File: src/rtl/fw_interface_regs_if.sv
// Wishbone classic bus bundle between the SoC CPU (master) and the firmware-interface register slave.
interface fw_interface_regs_if #(
   parameter int ADDR_WIDTH = 5
);
   logic [ADDR_WIDTH-1:0] wb_adr_i;
   logic [31:0]           wb_dat_i;
   logic [3:0]            wb_sel_i;
   logic                  wb_we_i;
   logic                  wb_cyc_i;
   logic                  wb_stb_i;
   logic [31:0]           wb_dat_o;
   logic                  wb_ack_o;
   logic                  wb_err_o;

   modport master (
      output wb_adr_i, wb_dat_i, wb_sel_i, wb_we_i, wb_cyc_i, wb_stb_i,
      input  wb_dat_o, wb_ack_o, wb_err_o
   );

   modport slave (
      input  wb_adr_i, wb_dat_i, wb_sel_i, wb_we_i, wb_cyc_i, wb_stb_i,
      output wb_dat_o, wb_ack_o, wb_err_o
   );
endinterface

File: src/rtl/fw_interface_regs.sv
// Firmware-facing Wishbone slave decoding report/warning/error/string writes into checker inputs.
// Latency 1 cycle (registered ack, idle cycle after); optional FW_INTERFACE_ERR_EN enables error responses.
module fw_interface_regs (
   input  logic                      wb_clk_i,
   input  logic                      wb_rst_i,
   fw_interface_regs_if.slave        wb,
   output logic [31:0]               report_reg,
   output logic [31:0]               warning_reg,
   output logic [31:0]               error_reg,
   output logic                      new_report,
   output logic                      new_warning,
   output logic                      new_error,
   output logic [5:0]                index,
   output logic [7:0]                data,
   output logic                      write_mem
);

   localparam logic [2:0] OFF_REPORT  = 3'd0;
   localparam logic [2:0] OFF_WARNING = 3'd1;
   localparam logic [2:0] OFF_ERROR   = 3'd2;
   localparam logic [2:0] OFF_STRING  = 3'd3;
   localparam logic [2:0] OFF_PTR     = 3'd4;
   localparam logic [2:0] OFF_COUNT   = 3'd5;

   logic [31:0] r_report, r_warning, r_error, r_rdata;
   logic        r_new_report, r_new_warning, r_new_error, r_write_mem, r_ack;
   logic [5:0]  r_index, r_ptr;
   logic [7:0]  r_data, r_rep_cnt, r_warn_cnt, r_err_cnt;

   logic [2:0]  w_off;
   logic        w_req, w_bad, w_acc, w_wr;
   logic [31:0] w_rd_mux;

   assign w_off = wb.wb_adr_i[4:2];

`ifdef FW_INTERFACE_ERR_EN
   logic r_err;
   assign w_req      = wb.wb_cyc_i & wb.wb_stb_i & ~r_ack & ~r_err;
   assign w_bad      = (w_off[2] & w_off[1]) | ((w_off == OFF_COUNT) & wb.wb_we_i);
   assign wb.wb_err_o = r_err;
`else
   assign w_req      = wb.wb_cyc_i & wb.wb_stb_i & ~r_ack;
   assign w_bad      = 1'b0;
   assign wb.wb_err_o = 1'b0;
`endif

   assign w_acc = w_req & ~w_bad;
   assign w_wr  = w_acc & wb.wb_we_i;

   function automatic logic [7:0] sat_inc(input logic [7:0] cnt);
      return (cnt == 8'hFF) ? cnt : cnt + 8'd1;
   endfunction

   function automatic logic [31:0] merge(input logic [31:0] old_v, input logic [31:0] new_v,
                                         input logic [3:0] sel);
      logic [31:0] res;
      res = old_v;
      for (int b = 0; b < 4; b++) begin
         if (sel[b]) res[b*8 +: 8] = new_v[b*8 +: 8];
      end
      return res;
   endfunction

   // Read mux sees pre-write values; the write lands on the same edge as the registered read data.
   always_comb begin
      w_rd_mux = 32'h0;
      case (w_off)
         OFF_REPORT:  w_rd_mux = r_report;
         OFF_WARNING: w_rd_mux = r_warning;
         OFF_ERROR:   w_rd_mux = r_error;
         OFF_PTR:     w_rd_mux = {26'h0, r_ptr};
         OFF_COUNT:   w_rd_mux = {8'h0, r_err_cnt, r_warn_cnt, r_rep_cnt};
         default:     w_rd_mux = 32'h0;
      endcase
   end

   always_ff @(posedge wb_clk_i) begin
      if (!wb_rst_i) begin
         r_report      <= 32'h0;
         r_warning     <= 32'h0;
         r_error       <= 32'h0;
         r_rdata       <= 32'h0;
         r_new_report  <= 1'b0;
         r_new_warning <= 1'b0;
         r_new_error   <= 1'b0;
         r_write_mem   <= 1'b0;
         r_ack         <= 1'b0;
         r_index       <= 6'h0;
         r_data        <= 8'h0;
         r_ptr         <= 6'h0;
         r_rep_cnt     <= 8'h0;
         r_warn_cnt    <= 8'h0;
         r_err_cnt     <= 8'h0;
`ifdef FW_INTERFACE_ERR_EN
         r_err         <= 1'b0;
`endif
      end else begin
         r_ack         <= w_acc;
`ifdef FW_INTERFACE_ERR_EN
         r_err         <= w_req & w_bad;
`endif
         r_rdata       <= (w_acc & ~wb.wb_we_i) ? w_rd_mux : 32'h0;
         r_new_report  <= w_wr & (w_off == OFF_REPORT);
         r_new_warning <= w_wr & (w_off == OFF_WARNING);
         r_new_error   <= w_wr & (w_off == OFF_ERROR);
         r_write_mem   <= w_wr & (w_off == OFF_STRING) & wb.wb_sel_i[0];
         if (w_wr) begin
            case (w_off)
               OFF_REPORT: begin
                  r_report  <= merge(r_report, wb.wb_dat_i, wb.wb_sel_i);
                  r_rep_cnt <= sat_inc(r_rep_cnt);
               end
               OFF_WARNING: begin
                  r_warning  <= merge(r_warning, wb.wb_dat_i, wb.wb_sel_i);
                  r_warn_cnt <= sat_inc(r_warn_cnt);
               end
               OFF_ERROR: begin
                  r_error   <= merge(r_error, wb.wb_dat_i, wb.wb_sel_i);
                  r_err_cnt <= sat_inc(r_err_cnt);
               end
               OFF_STRING: begin
                  if (wb.wb_sel_i[0]) begin
                     r_data  <= wb.wb_dat_i[7:0];
                     r_index <= r_ptr;
                     r_ptr   <= r_ptr + 6'd1;
                  end
               end
               OFF_PTR: begin
                  if (wb.wb_sel_i[0] & wb.wb_dat_i[0]) r_ptr <= 6'h0;
               end
               default: ;
            endcase
         end
      end
   end

   assign wb.wb_dat_o = r_rdata;
   assign wb.wb_ack_o = r_ack;
   assign report_reg  = r_report;
   assign warning_reg = r_warning;
   assign error_reg   = r_error;
   assign new_report  = r_new_report;
   assign new_warning = r_new_warning;
   assign new_error   = r_new_error;
   assign index       = r_index;
   assign data        = r_data;
   assign write_mem   = r_write_mem;

endmodule

File: src/flat_wrapper.sv
// flat-port wrapper written by rule: the top's interface ports become plain ports
module fw_interface_regs_flat 
  (wb_clk_i, wb_rst_i, report_reg, warning_reg, error_reg, new_report, new_warning, new_error, index, data, write_mem, wb_wb_adr_i, wb_wb_dat_i, wb_wb_sel_i, wb_wb_we_i, wb_wb_cyc_i, wb_wb_stb_i, wb_wb_dat_o, wb_wb_ack_o, wb_wb_err_o);
  fw_interface_regs_if #(.ADDR_WIDTH(5)) wb_i ();
  input  logic wb_clk_i;
  input  logic wb_rst_i;
  output logic [31:0] report_reg;
  output logic [31:0] warning_reg;
  output logic [31:0] error_reg;
  output logic new_report;
  output logic new_warning;
  output logic new_error;
  output logic [5:0] index;
  output logic [7:0] data;
  output logic write_mem;
  input wire logic [$bits(wb_i.wb_adr_i)-1:0] wb_wb_adr_i;
  input wire logic [$bits(wb_i.wb_dat_i)-1:0] wb_wb_dat_i;
  input wire logic [$bits(wb_i.wb_sel_i)-1:0] wb_wb_sel_i;
  input wire logic [$bits(wb_i.wb_we_i)-1:0] wb_wb_we_i;
  input wire logic [$bits(wb_i.wb_cyc_i)-1:0] wb_wb_cyc_i;
  input wire logic [$bits(wb_i.wb_stb_i)-1:0] wb_wb_stb_i;
  output wire logic [$bits(wb_i.wb_dat_o)-1:0] wb_wb_dat_o;
  output wire logic [$bits(wb_i.wb_ack_o)-1:0] wb_wb_ack_o;
  output wire logic [$bits(wb_i.wb_err_o)-1:0] wb_wb_err_o;
  assign wb_i.wb_adr_i = wb_wb_adr_i;
  assign wb_i.wb_dat_i = wb_wb_dat_i;
  assign wb_i.wb_sel_i = wb_wb_sel_i;
  assign wb_i.wb_we_i = wb_wb_we_i;
  assign wb_i.wb_cyc_i = wb_wb_cyc_i;
  assign wb_i.wb_stb_i = wb_wb_stb_i;
  assign wb_wb_dat_o = wb_i.wb_dat_o;
  assign wb_wb_ack_o = wb_i.wb_ack_o;
  assign wb_wb_err_o = wb_i.wb_err_o;
  fw_interface_regs u_core (.wb_clk_i(wb_clk_i), .wb_rst_i(wb_rst_i), .wb(wb_i), .report_reg(report_reg), .warning_reg(warning_reg), .error_reg(error_reg), .new_report(new_report), .new_warning(new_warning), .new_error(new_error), .index(index), .data(data), .write_mem(write_mem));
endmodule
File: config.mk
export PLATFORM = sky130hd
export DESIGN_NAME = fw_interface_regs_flat
export DESIGN_NICKNAME = d
export VERILOG_FILES = /design/src/rtl/fw_interface_regs_if.sv /design/src/rtl/fw_interface_regs.sv /design/src/flat_wrapper.sv
export SDC_FILE = /design/constraint.sdc
export NUM_CORES = 1
export LEC_CHECK = 0
export CAP_MARGIN = 20
export CORE_MARGIN = 8
export CORE_UTILIZATION = 44
export DETAILED_ROUTE_END_ITERATION = 8
export HOLD_SLACK_MARGIN = 0.06
export MAX_ROUTING_LAYER = met4
export PLACE_DENSITY = 0.76
export SYNTH_ARGS = -nofsm -noshare
export SYNTH_HDL_FRONTEND = slang
export SYNTH_SLANG_ARGS = --single-unit
File: constraint.sdc
create_clock -name wb_clk_i -period 1.92 [get_ports wb_clk_i]
set_clock_uncertainty 0.15 [all_clocks]
set_input_delay 0.384 -clock wb_clk_i [delete_from_list [all_inputs] [get_ports wb_clk_i]]
set_output_delay 0.384 -clock wb_clk_i [all_outputs]
set_load 0.01 [all_outputs]
==> flow_summary.rst <==
.. list-table::
   :header-rows: 1

   * - Metric
     - Value
   * - Bufs on Longest Clock Path
     - 2
   * - Worst R2R Path Depth
     - 5
   * - Post-synth EDFFs
     - 0
   * - Inserted Diodes
     - 0
   * - 1st-iter DRT viols
     - approximately 490
   * - Buffers added on ports
     - between 150 and 200
   * - Hold violation total from the final report
     - 0
   * - Power share of the sequential group
     - 0.464
   * - Number of standard-cell rows in the floorplan
     - between 40 and 50
   * - Count of TritonRoute iterations in the first routing pass
     - 5
   * - Power Internal
     - ~6200 uW
   * - Maximum resistive drop on vdd
     - between 0.6 and 0.7 mV
   * - Leakage
     - ~0.0052 uW
   * - Syn_nets
     - ~800
   * - Share of total power consumed by net switching
     - 0.215
   * - Average cell area after synthesis
     - around 9.5 um2
   * - PD cells
     - 748 mW/mm2
   * - CP cell instances
     - clkdlybuf4s50_1
   * - Count of yosys warnings during synthesis
     - 0
   * - Total gr overflow
     - 0
   * - Overall global routing resource usage
     - 0.216
   * - Placed cell count
     - around 1200
   * - Type of element capturing the critical path
     - output port
   * - Maximum number of pins on one net before global-route repair
     - 38
   * - Hold Crit Depth
     - 3
   * - Count of H-tree levels built during CTS
     - 4
   * - Run status
     - complete, no violations
   * - Met2 track utilization from global routing
     - 0.369
   * - Actual transition at the worst max-transition pin
     - about 0.64 ns
   * - Wire length of the first global-routing pass
     - 33900 um
   * - Number of nets with antenna violations after routing
     - 0
   * - Crit path max fanout
     - 3
   * - Worst path required time
     - around 1.4 ns
   * - Stages on worst setup path
     - 1
   * - TritonCTS buffer count
     - 17
   * - Count of state elements after synthesis
     - approximately 180
   * - CP Buf/Inv Count
     - 1
   * - Worst-Skew Late Latency
     - 0.43 ns
   * - Met1 Use GR
     - 0.251
   * - Max-slew violations
     - 0
   * - Post-synthesis instance area
     - between 0.007 and 0.008 mm2
   * - Std-Cell Core Area
     - 0.0159 mm2
   * - Commonest cells after routing, fill and taps aside
     - sky130_fd_sc_hd__dfxtp_1, sky130_fd_sc_hd__clkdlybuf4s50_1, sky130_fd_sc_hd__nor2_1
   * - Number of global-route vias before repair
     - about 6400
   * - Area Overhead vs Synth
     - 48.6%
   * - Dominant register cell in the synthesized netlist
     - sky130_fd_sc_hd__dfxtp_1
   * - Number of maximum-capacitance constraint violations
     - 0
   * - Via count of the routed design
     - around 6500
   * - Ys async rst share
     - 0
   * - Post-detailed-routing wire length
     - 22100 um
   * - Count of nets after finishing
     - about 1000
   * - Data arrival time at the worst-slack endpoint
     - ~1.4 ns
   * - Area of the die
     - ~0.021 mm2
   * - Area of the multi-input gates
     - between 0.003 and 0.004 mm2
   * - Net switching component of the power
     - ~1700 uW
   * - Portion of the post-synthesis area used by sequential elements
     - 0.496
   * - Initial cell density of the core
     - 0.450
   * - CTS tree
     - built
   * - Number of setup buffers added after CTS
     - 0
   * - Crit-path slowest cell
     - sky130_fd_sc_hd__clkdlybuf4s50_1
   * - Gate power share
     - 0.055
   * - Final Non-Filler Cells
     - between 1000 and 1500
   * - Most common library cell in the layout ignoring fill and taps
     - sky130_fd_sc_hd__dfxtp_1
   * - Post-detail-place hpwl
     - roughly 16000 um
   * - Footprint of the flip-flops and latches
     - about 0.0035 mm2
   * - Worst setup margin
     - between 0.03 and 0.04 ns
   * - Number of vias per cell
     - between 5 and 6
   * - Die X
     - 143 um
   * - GR Layer Usage met3
     - 0.0365
   * - Vertical extent of the die
     - about 140 um
   * - Share of layout cells above drive strength 1
     - 0.140
   * - Clock sinks
     - 177
   * - Delay-heaviest family, CP
     - buffers and inverters
   * - Gp weighted congestion
     - between 0.8 and 0.9
   * - Overall power consumption
     - between 7000 and 8000 uW
   * - I/O pin count
     - roughly 190
   * - Unique cell type count in the Yosys netlist
     - 43
   * - Number of DRC violations after detailed routing
     - 0
   * - Highest attainable clock frequency
     - 0.530 GHz
   * - Tightest Hold Check Type
     - primary input to register
   * - Post-route minimum period
     - roughly 1.9 ns
   * - GR peak layer
     - met2
   * - Worst-path clk slew
     - 0.06 ns
   * - Fraction of the cycle the final worst path needs
     - 0.983
   * - Clock tree root driver cell
     - sky130_fd_sc_hd__clkbuf_16
   * - Delay of the slowest cell on the worst path
     - between 0.5 and 0.6 ns
   * - Kind of launch point of the worst setup path
     - register
   * - Final setup violation count
     - 0
   * - Setup Slack @ Placement
     - -0.468 ns
   * - Worst reg-to-reg setup slack
     - around 0.090 ns
   * - Setup Crit Path Kind
     - register to output port
   * - Initial antenna violation count
     - 0
   * - Instance count of the mapped netlist
     - ~750
   * - Remaining max-slew budget at the tightest pin
     - 0.571
   * - Count of filler cells inserted in the layout
     - approximately 1300
   * - Clock group share of total power
     - 0.481
   * - Average wire per standard cell
     - roughly 18 um
## power by group through the flow
| stage | sequential (uW) | combinational, uW | clock (uW) |
|---|---|---|---|
| CTS | 3690 | 440 | 3880 |
| global route | 3690 | 464 | 4030 |
| detailed placement | 3770 | 437 | 0 |
| finish | 3690 | 437 | 3830 |
| floorplan | 3780 | 164 | 0 |
| global placement | 3770 | 434 | 0 |
## final cells by class
type / instances / share of cell area
sequential: 177 / 0.333
multi-input combinational: 527 / 0.324
timing repair buffer: 266 / 0.255
clock buffer: 20 / 0.0420
tap: 216 / 0.0254
clock inverter: 12 / 0.0191
inverter: 3 / 0.00129
## cell usage after synthesis, types with 2 or more instances
cell | number | share of area
sky130_fd_sc_hd__mux2_2 | 18 | 0.028
sky130_fd_sc_hd__buf_2 | 9 | 0.0063
sky130_fd_sc_hd__nor2b_1 | 3 | 0.0026
sky130_fd_sc_hd__and4b_1 | 2 | 0.0028
sky130_fd_sc_hd__nand4_1 | 3 | 0.0026
sky130_fd_sc_hd__xor2_1 | 6 | 0.0073
sky130_fd_sc_hd__mux2i_1 | 92 | 0.13
sky130_fd_sc_hd__or4_1 | 5 | 0.0052
sky130_fd_sc_hd__nand3b_1 | 3 | 0.0031
sky130_fd_sc_hd__nor2_1 | 117 | 0.061
sky130_fd_sc_hd__nand3_1 | 26 | 0.018
sky130_fd_sc_hd__or3_1 | 12 | 0.010
sky130_fd_sc_hd__o31ai_1 | 4 | 0.0042
sky130_fd_sc_hd__and2_1 | 9 | 0.0079
sky130_fd_sc_hd__clkbuf_1 | 32 | 0.017
sky130_fd_sc_hd__o211ai_1 | 3 | 0.0031
sky130_fd_sc_hd__buf_1 | 2 | 0.0011
sky130_fd_sc_hd__nand2_1 | 78 | 0.041
sky130_fd_sc_hd__and3b_1 | 2 | 0.0025
sky130_fd_sc_hd__and3_1 | 7 | 0.0061
sky130_fd_sc_hd__a22o_1 | 18 | 0.022
sky130_fd_sc_hd__dfxtp_1 | 177 | 0.50
sky130_fd_sc_hd__o2111ai_1 | 4 | 0.0049
sky130_fd_sc_hd__inv_1 | 2 | 0.0011
sky130_fd_sc_hd__ha_1 | 4 | 0.0070
sky130_fd_sc_hd__a21oi_1 | 48 | 0.034
sky130_fd_sc_hd__o21ai_0 | 21 | 0.015
sky130_fd_sc_hd__a22oi_1 | 24 | 0.025
sky130_fd_sc_hd__mux4_2 | 6 | 0.019
## per-layer routing
layer | vias to the layer above | wire length, um
li1 | 3127 | -
met1 | 3113 | 9630
met2 | 189 | 11100
met3 | 27 | 947
met4 | 0 | 427
met5 | - | 0
## through the flow
| step | area [um2] | TNS (ns) | hold slack, ns | util |
|---|---|---|---|---|
| 2_1_floorplan | 7160 | -0.0112 | 0.311 | - |
| 3_3_place_gp | 9850 | -45.33 | 0.287 | 0.620 |
| 3_5_place_dp | 9850 | -48.99 | 0.297 | 0.620 |
| 4_1_cts | 10500 | 0 | 0.309 | 0.660 |
| 5_1_grt | 10600 | -0.0117 | 0.262 | 0.669 |
| 6_report | 10600 | 0 | 0.230 | 0.669 |
## kinds of logic after synthesis
group | share of synthesized area
DFF | 0.496
adders and majority gates | 0.00700
muxes | 0.176
xor gates and xnor gates | 0.00735
buffers and inverters | 0.0268
and+or+nand+nor | 0.173
AOI/OAI and AO/OA | 0.114
other | 0.000524
## path summary, 6_finish.rpt
check	start	endpoint
setup / recovery	u_core.report_reg[10]$_SDFFE_PN0P_	report_reg[10]
hold / removal	wb_wb_cyc_i	u_core.wb.wb_ack_o$_SDFF_PN0_
hold reg to reg	u_core.index[4]$_SDFFE_PN0P_	u_core.index[4]$_SDFFE_PN0P_
setup reg to reg	u_core.wb.wb_ack_o$_SDFF_PN0_	u_core.r_err_cnt[5]$_SDFFE_PN0P_
## timing repair
item                       4_1_cts  5_1_grt
cloned                           0        0
hold endpoints to repair         0        0
setup endpoints to repair        8       48
hold buffers                     0        0
gates resized for setup          6       51
pin swaps                        2        1
Note: power is estimated with default switching activity, not from simulation.
